**src/rtl/regfile_wb_arbiter_if.sv**
```systemverilog
// Valid/ready write-back request bundle shared by all
// write-back sources in front of the register-file port.
interface regfile_wb_arbiter_if #(
  parameter int NUM_REQ = 3,
  parameter int ADDR_W  = 5,
  parameter int DATA_W  = 32
);
  logic [NUM_REQ-1:0]        req_valid;
  logic [NUM_REQ-1:0]        req_ready;
  logic [NUM_REQ*ADDR_W-1:0] req_addr;
  logic [NUM_REQ*DATA_W-1:0] req_data;

  modport master (
    output req_valid,
    output req_addr,
    output req_data,
    input  req_ready
  );

  modport slave (
    input  req_valid,
    input  req_addr,
    input  req_data,
    output req_ready
  );
endinterface

```
**src/rtl/regfile_wb_arbiter.sv**
```systemverilog
// Round-robin arbiter sharing the single register-file
// write port between NUM_REQ write-back sources.
module regfile_wb_arbiter #(
  parameter int NUM_REQ = 3,
  parameter int ADDR_W  = 5,
  parameter int DATA_W  = 32,
  parameter int SRC_W   = 2
) (
  input  logic              clk,
  input  logic              rst,
  regfile_wb_arbiter_if.slave req,
  input  logic              wb_stall,
  output logic              RegWrite,
  output logic [ADDR_W-1:0] WriteReg,
  output logic [DATA_W-1:0] WriteData,
  output logic [SRC_W-1:0]  wb_src,
  output logic              busy
);

  logic [SRC_W-1:0]  rr_q, rr_d;
  logic [SRC_W-1:0]  gnt_idx;
  logic              gnt_any;
  logic              fire;
  logic [ADDR_W-1:0] sel_addr;
  logic [DATA_W-1:0] sel_data;

  logic              regwrite_q;
  logic [ADDR_W-1:0] writereg_q;
  logic [DATA_W-1:0] writedata_q;
  logic [SRC_W-1:0]  src_q;

  // first valid source scanning upward from rr_q, wrapping
  always_comb begin
    int idx;
    idx     = 0;
    gnt_any = 1'b0;
    gnt_idx = '0;
    for (int k = 0; k < NUM_REQ; k++) begin
      idx = int'(rr_q) + k;
      if (idx >= NUM_REQ) idx = idx - NUM_REQ;
      if (!gnt_any && req.req_valid[idx]) begin
        gnt_any = 1'b1;
        gnt_idx = SRC_W'(idx);
      end
    end
  end

  always_comb begin
    req.req_ready = '0;
    if (!rst && !wb_stall && gnt_any)
      req.req_ready = NUM_REQ'(1) << gnt_idx;
  end

  assign fire     = |req.req_ready;
  assign busy     = |req.req_valid & ~fire;
  assign sel_addr = req.req_addr[int'(gnt_idx)*ADDR_W +: ADDR_W];
  assign sel_data = req.req_data[int'(gnt_idx)*DATA_W +: DATA_W];

  always_comb begin
    rr_d = rr_q;
    if (fire) begin
      if (int'(gnt_idx) == NUM_REQ - 1) rr_d = '0;
      else rr_d = gnt_idx + 1'b1;
    end
  end

  always_ff @(posedge clk) begin
    if (rst) begin
      rr_q        <= '0;
      regwrite_q  <= 1'b0;
      writereg_q  <= '0;
      writedata_q <= '0;
      src_q       <= '0;
    end else begin
      rr_q <= rr_d;
      // r0 writes still handshake but never assert the enable
      regwrite_q <= fire && (sel_addr != '0);
      if (fire) begin
        writereg_q  <= sel_addr;
        writedata_q <= sel_data;
        src_q       <= gnt_idx;
      end
    end
  end

  assign RegWrite  = regwrite_q;
  assign WriteReg  = writereg_q;
  assign WriteData = writedata_q;
  assign wb_src    = src_q;

endmodule

```
**src/flat_wrapper.sv**
```systemverilog
// flat-port wrapper written by rule: the top's interface ports become plain ports
module regfile_wb_arbiter_flat 
#(
  parameter int NUM_REQ = 3,
  parameter int ADDR_W  = 5,
  parameter int DATA_W  = 32,
  parameter int SRC_W   = 2
)
  (clk, rst, wb_stall, RegWrite, WriteReg, WriteData, wb_src, busy, req_req_valid, req_req_addr, req_req_data, req_req_ready);
  regfile_wb_arbiter_if #(.NUM_REQ(NUM_REQ), .ADDR_W(ADDR_W), .DATA_W(DATA_W)) req_i ();
  input  logic clk;
  input  logic rst;
  input  logic wb_stall;
  output logic RegWrite;
  output logic [ADDR_W-1:0] WriteReg;
  output logic [DATA_W-1:0] WriteData;
  output logic [SRC_W-1:0] wb_src;
  output logic busy;
  input wire logic [$bits(req_i.req_valid)-1:0] req_req_valid;
  input wire logic [$bits(req_i.req_addr)-1:0] req_req_addr;
  input wire logic [$bits(req_i.req_data)-1:0] req_req_data;
  output wire logic [$bits(req_i.req_ready)-1:0] req_req_ready;
  assign req_i.req_valid = req_req_valid;
  assign req_i.req_addr = req_req_addr;
  assign req_i.req_data = req_req_data;
  assign req_req_ready = req_i.req_ready;
  regfile_wb_arbiter #(.NUM_REQ(NUM_REQ), .ADDR_W(ADDR_W), .DATA_W(DATA_W), .SRC_W(SRC_W)) u_core (.clk(clk), .rst(rst), .req(req_i), .wb_stall(wb_stall), .RegWrite(RegWrite), .WriteReg(WriteReg), .WriteData(WriteData), .wb_src(wb_src), .busy(busy));
endmodule
```
**config.mk**
```make
export PLATFORM = sky130hd
export DESIGN_NAME = regfile_wb_arbiter_flat
export DESIGN_NICKNAME = d
export VERILOG_FILES = /design/src/rtl/regfile_wb_arbiter_if.sv /design/src/rtl/regfile_wb_arbiter.sv /design/src/flat_wrapper.sv
export SDC_FILE = /design/constraint.sdc
export NUM_CORES = 1
export LEC_CHECK = 0
export ABC_AREA = 1
export CAP_MARGIN = 15
export CORE_ASPECT_RATIO = 1.4
export CORE_MARGIN = 1
export CORE_UTILIZATION = 37
export DETAILED_ROUTE_END_ITERATION = 8
export HOLD_SLACK_MARGIN = 0.06
export PLACE_DENSITY = 0.79
export SYNTH_ARGS = -nofsm -noshare
export SYNTH_HDL_FRONTEND = slang
export SYNTH_SLANG_ARGS = --single-unit
```
**constraint.sdc**
```tcl
create_clock -name clk -period 3.4 [get_ports clk]
set_input_delay 0.68 -clock clk [delete_from_list [all_inputs] [get_ports clk]]
set_output_delay 0.68 -clock clk [all_outputs]
set_load 0.03 [all_outputs]
```
# Word level (Yosys, flattened, before mapping)

Index checks and enable logic that the tools add are counted.

Register bits: 42
Input port bits: 117

Add/sub/neg operators: 6
$mul: 1
Magnitude comparators: 6
Eq/ne operators: 1
Shifts and indexed selects: 3
Mux-type cells: 20
Bitwise logic cells: 2
Reductions and logical operators: 12

Operator list:

| cell                                                                    | number |
|---|---|
| 32-bit by 4-bit < comparator with 1-bit output (second input constant)  | 3 |
| 32-bit two-way mux                                                      | 3 |
| 96-bit by 8-bit variable part select with 32-bit output                 | 1 |
| 32-bit by 3-bit >= comparator with 1-bit output (second input constant) | 2 |
| 32-bit by 3-bit subtractor with 32-bit output (second input constant)   | 2 |
| 15-bit by 32-bit variable part select with 5-bit output                 | 1 |
| 1-bit two-way mux                                                       | 9 |
| 2-bit two-way mux                                                       | 4 |
| 1-bit binary-select mux with 2-bit select                               | 3 |
| 3-bit OR reduction                                                      | 2 |
| 1-bit logical AND                                                       | 5 |
| 2-bit by 3-bit multiplier with 5-bit output (second input constant)     | 1 |
| 5-bit nonzero test                                                      | 1 |
| 1-bit zero test                                                         | 4 |
| 2-bit by 1-bit adder with 3-bit output (second input constant)          | 1 |
| 2-bit by 2-bit adder with 3-bit output (second input constant)          | 1 |
| 3-bit two-way mux                                                       | 1 |
| 1-bit by 2-bit << shifter with 3-bit output (first input constant)      | 1 |
| 2-bit by 2-bit subtractor with 3-bit output (second input constant)     | 1 |
| 2-bit by 1-bit adder with 2-bit output (second input constant)          | 1 |
| 2-bit equality test (second input constant)                             | 1 |
| 2-bit >= comparator (second input constant)                             | 1 |
| 1-bit bitwise AND                                                       | 1 |
| 1-bit NOT                                                               | 1 |

# Depth between registers and ports, before layout

Word-level depth: 17
Gate-level depth with buffers: 17
Depth with buffers taken out: 16

# Least setup slack after synthesis

OpenSTA, ideal clock, no wires.

Path kind: flip-flop to output port
From: reg u_core.rr_q[0]
To: out busy
Arrival: 2.416 ns
Required time: 2.720 ns
Slack: 0.304 ns
Stages on the path, launching flop included: 15
Cells stage by stage: dfxtp_1 inv_1 ha_1 inv_2 nand2_1 nand3_1 nand2_1 nand3_2 nand2_1 nor2_4 nor2_2 nor2_2 nand2_2 buf_4 a31oi_1

Longest elaborated chain between the ends: 17

RTL lines:

| item                                                                                   | RTL line                 | RTL |
|---|---|---|
| start, declared                                                                        | regfile_wb_arbiter.sv:20 | `logic [SRC_W-1:0] rr_q, rr_d;` |
| start signal, assigned                                                                 | regfile_wb_arbiter.sv:75 | `rr_q <= rr_d;` |
| branches (longest 13 deep; another with 32-bit by 3-bit subtractor with 32-bit output) | n/a                      |  |
| 3-bit two-way mux *                                                                    | regfile_wb_arbiter.sv:50 | `if (!rst && !wb_stall && gnt_any)` |
| net req_req_ready[2]                                                                   | flat_wrapper.sv:22       | `output wire logic [$bits(req_i.req_ready)-1:0] req_req_ready;` |
| 3-bit OR reduction *                                                                   | regfile_wb_arbiter.sv:54 | `assign fire = \|req.req_ready;` |
| 1-bit NOT *                                                                            | regfile_wb_arbiter.sv:55 | `assign busy = \|req.req_valid & ~fire;` |
| 1-bit bitwise AND *                                                                    | regfile_wb_arbiter.sv:55 |  |
| end, declared                                                                          | flat_wrapper.sv:18       | `output logic busy;` |

Mark *: on every way through the listed nets, which the timed path passes. The select of a mux whose other input is x is not followed.

# Worst setup path in the final report

From: in req_req_valid[2]
To: out busy

Longest elaborated chain between the ends: 15

RTL lines:

| item                                                                                    | RTL line                                           | RTL |
|---|---|---|
| start, declared                                                                         | flat_wrapper.sv:19                                 | `input wire logic [$bits(req_i.req_valid)-1:0] req_req_valid;` |
| 1-bit binary-select mux with 2-bit select                                               | regfile_wb_arbiter.sv:41                           | `if (!gnt_any && req.req_valid[idx]) begin` |
| 1-bit two-way mux (not written as such) (2 in a row)                                    | regfile_wb_arbiter.sv:41                           |  |
| 1-bit two-way mux                                                                       | regfile_wb_arbiter.sv:41                           |  |
| 1-bit zero test                                                                         | regfile_wb_arbiter.sv:41                           |  |
| 1-bit logical AND                                                                       | regfile_wb_arbiter.sv:41                           |  |
| 1-bit two-way mux                                                                       | regfile_wb_arbiter.sv:41                           |  |
| 1-bit zero test                                                                         | regfile_wb_arbiter.sv:41                           |  |
| 1-bit logical AND                                                                       | regfile_wb_arbiter.sv:41                           |  |
| 2-bit two-way mux / 1-bit two-way mux (equally long branches)                           | regfile_wb_arbiter.sv:41                           |  |
| 1-bit by 2-bit << shifter with 3-bit output / 1-bit logical AND (equally long branches) | regfile_wb_arbiter.sv:51, regfile_wb_arbiter.sv:50 |  |
| 3-bit two-way mux                                                                       | regfile_wb_arbiter.sv:50                           |  |
| 3-bit OR reduction                                                                      | regfile_wb_arbiter.sv:54                           |  |
| 1-bit NOT                                                                               | regfile_wb_arbiter.sv:55                           |  |
| 1-bit bitwise AND *                                                                     | regfile_wb_arbiter.sv:55                           |  |

Every way passes the cells marked *; elsewhere a longest branch is shown, timed or not. The select of a mux whose other input is x is not followed.

==> results.yml <==
sta:
  max_freq_mhz: 313
  slew_headroom: 0.737
  final-hold-violation-count: 0
  setup_ws_ps: 201
  drv_slew: 0
  rsz0062_at_grt: "no"
  clock_skew_ps: 12.9
  worstMarginPinSlew_ps: 394
  setup_viol: 0
  fin_crit_sh: 0.941
  setup_tns_ps: 0
  fin_crit_ps: 3200
clock_network:
  cts.sinks: 42
  cts-root-buf: "clkbuf_8"
  postCtsSetupRepairBufs: 0
  path_clk_slew_ps: 90
  cts_buffers: 5
  holdBufCountCts: 0
  cts_tree: "done"
  cts-resized-gates: 0
  clock_latency_ps: 300
  h-tree-depth: 2
  clockBufferDepth: 2
detailed_routing:
  vias: 3204
  drc: 0
  wl_per_cell_um: 13.2
  wl_met1_um: 3330
  top_layer_used: "met4"
  drt_wl_total_um: 8530
  routed-wl-met2_um: 4490
  vias_per_cell: 4.95
  dr_wl_met3_um: 467
  ant_nets: 0
  firstDrtPassIters: 4
  drt_first_iter_violations: 123
synth:
  yosys_register_bits: 42
  synth_area_sq_um: 2510
  ys_top_cells_by_area: "dfxtp_1 (33%), nand2_1 (25%), nand3_1 (9.6%), nor2_1 (7.9%), a21oi_1 (5.0%)"
  synthDominantCellAreaShare: 0.335
  syn_inst: 418
  ys_warn_count: 0
  synth_area_leader_cell: "dfxtp_1"
  avgSynthCellArea_sq_um: 6.00
  seq_area_frac_synth: 0.335
  synth_cell_types: 21
  synth_nets: 539
final_layout:
  syn2layout_area_growth_pct: 70.6
  fin_nets: 693
  final_cell_mix: "nand2_1 (166), clkdlybuf4s50_1 (156), nor2_1 (53)"
  antenna_cells: 0
  fillers: 601
  seqCellArea_sq_um: 841
  layout-drive-gt1-share: 0.0698
  final_cells: 647
  layout_commonest_cell: "nand2_1"
  fin_area_sq_um: 4280
  multi_input_area_sq_um: 1480
min_path:
  hp-start: "u_core.WriteData[9]"
  holdPathEnd: "u_core.WriteData[9]"
  holdCritPathClass: "reg -> reg"
  min_path_cells: 2
worst_setup_path:
  reg2reg_slack_ps: 580
  critPathMaxStageDelay_ps: 520
  crit_slowest_cell: "clkdlybuf4s50_1"
  endpoint_kind: "primary output"
  worstPathMaxFanout: 8
  arrival_ps: 2520
  critPathBufInv: 3
  crit_type: "in -> out"
  critPathMostFrequentCell: "nor2_2"
  path_cells: "clkdlybuf4s50_1, inv_2, o21ai_2, nand2_4, nand3_2, nand2_1, nor2_4, nor2_2, nor2_2, nand2_2, a31oi_1, buf_4"
  cpLargestDelayFamily: "buffers and inverters"
  start_kind: "input pin"
  r2r-end: "u_core.wb_src[1]"
  rr_worst_depth: 17
  r2r_start: "u_core.rr_q[0]"
  critPathRequiredTime_ps: 2720
global_routing:
  grt-ovfl-total: 0
  grt_pass1_wl_um: 13500
  track_usage: 0.237
  grt_start_max_net_pins: 41
  antenna_found_initial: 0
  grt_pass1_vias: 3025
die:
  die_h_um: 99.5
  fp.dieW_um: 71.6
  initial_core_util: 0.382
  io_pins: 161
  num_rows: 35
  dieArea_sq_um: 7120
  core_area_sq_um: 6570
placement:
  place_worst_setup_slack_ps: 197
  detailed_place_hpwl_um: 6570
  io_buffers: 160
  place_congestion: 0.964
  post_dp_cell_area_sq_um: 4160
  place_inst: 639
power:
  power_mw: 2.20
  powerDensity_nw_per_um2: 513
  p_leak_nw: 1.82
  vdd_drop_max_v: 0.000244
run:
  max-cap-violations: 0
outcome:
  outcome: "completed"
==> final cells by class <==
type / instances / share of cell area
Timing Repair Buffer: 168 / 0.392
Multi-Input combinational cell: 335 / 0.345
Sequential cell: 42 / 0.196
Tap cell: 74 / 0.0216
Inverter: 20 / 0.0175
Clock buffer: 5 / 0.0161
Clock inverter: 3 / 0.0114
==> tightest hold or removal path, delay by kind of cell, from the launching register on <==
kind,cells,cell delay [ps]
AND/OR/NAND/NOR,1,60
flip-flops,1,320
AO/OA/AOI/OAI,1,50
==> worst max-delay path by stage <==
stage                           from  endpoint  cells past startpoint
finish              req_req_valid[2]      busy                     12
global route        req_req_valid[2]      busy                     12
CTS                   u_core.rr_q[0]      busy                     14
detailed placement  req_req_valid[2]      busy                     12
global placement    req_req_valid[2]      busy                     12
floorplan             u_core.rr_q[0]      busy                     14
==> synthesized netlist by cell type, drive strengths merged <==
cell,instances
ha,4
buf,17
a21oi,25
nor2,58
dfxtp,42
nand2,169
inv,20
nand3,51
a31oi,1
nand4,3
o21ai,24
clkbuf,4
==> metal layers <==
layer / GRT usage / up-vias
li1: - / 1632
met1: 0.267 / 1440
met2: 0.435 / 113
met3: 0.0476 / 19
met4: 0.0875 / 0
met5: 0 / -
==> cell families (layout without fill, tap and decap cells) <==
kind of cell	Yosys count	after routing	share of synthesized area
compound gates	50	50	0.102
fa+ha+maj	4	4	0.0199
buf+inv	41	196	0.0768
flops	42	42	0.335
simple gates	281	281	0.467
==> sequential cells by signal, summed over array words and instances, names as in the netlist <==
name	cells
u_core.RegWrite	1
u_core.WriteReg	5
u_core.wb_src	2
u_core.rr_q	2
u_core.WriteData	32
==> power breakdown <==
part / internal, mW / switching, mW
Combinational: 0.478 / 0.682
Clock: 0.224 / 0.189
Sequential: 0.580 / 0.0452
Total: 1.28 / 0.916
==> per-stage QoR <==
stage | hold slack [ps] | util
finish | 463 | 0.652
global route | 475 | 0.652
CTS | 467 | 0.651
detailed placement | 453 | 0.634
global placement | 448 | 0.634
floorplan | 467 | -
Power figures use the tool's default switching activity.
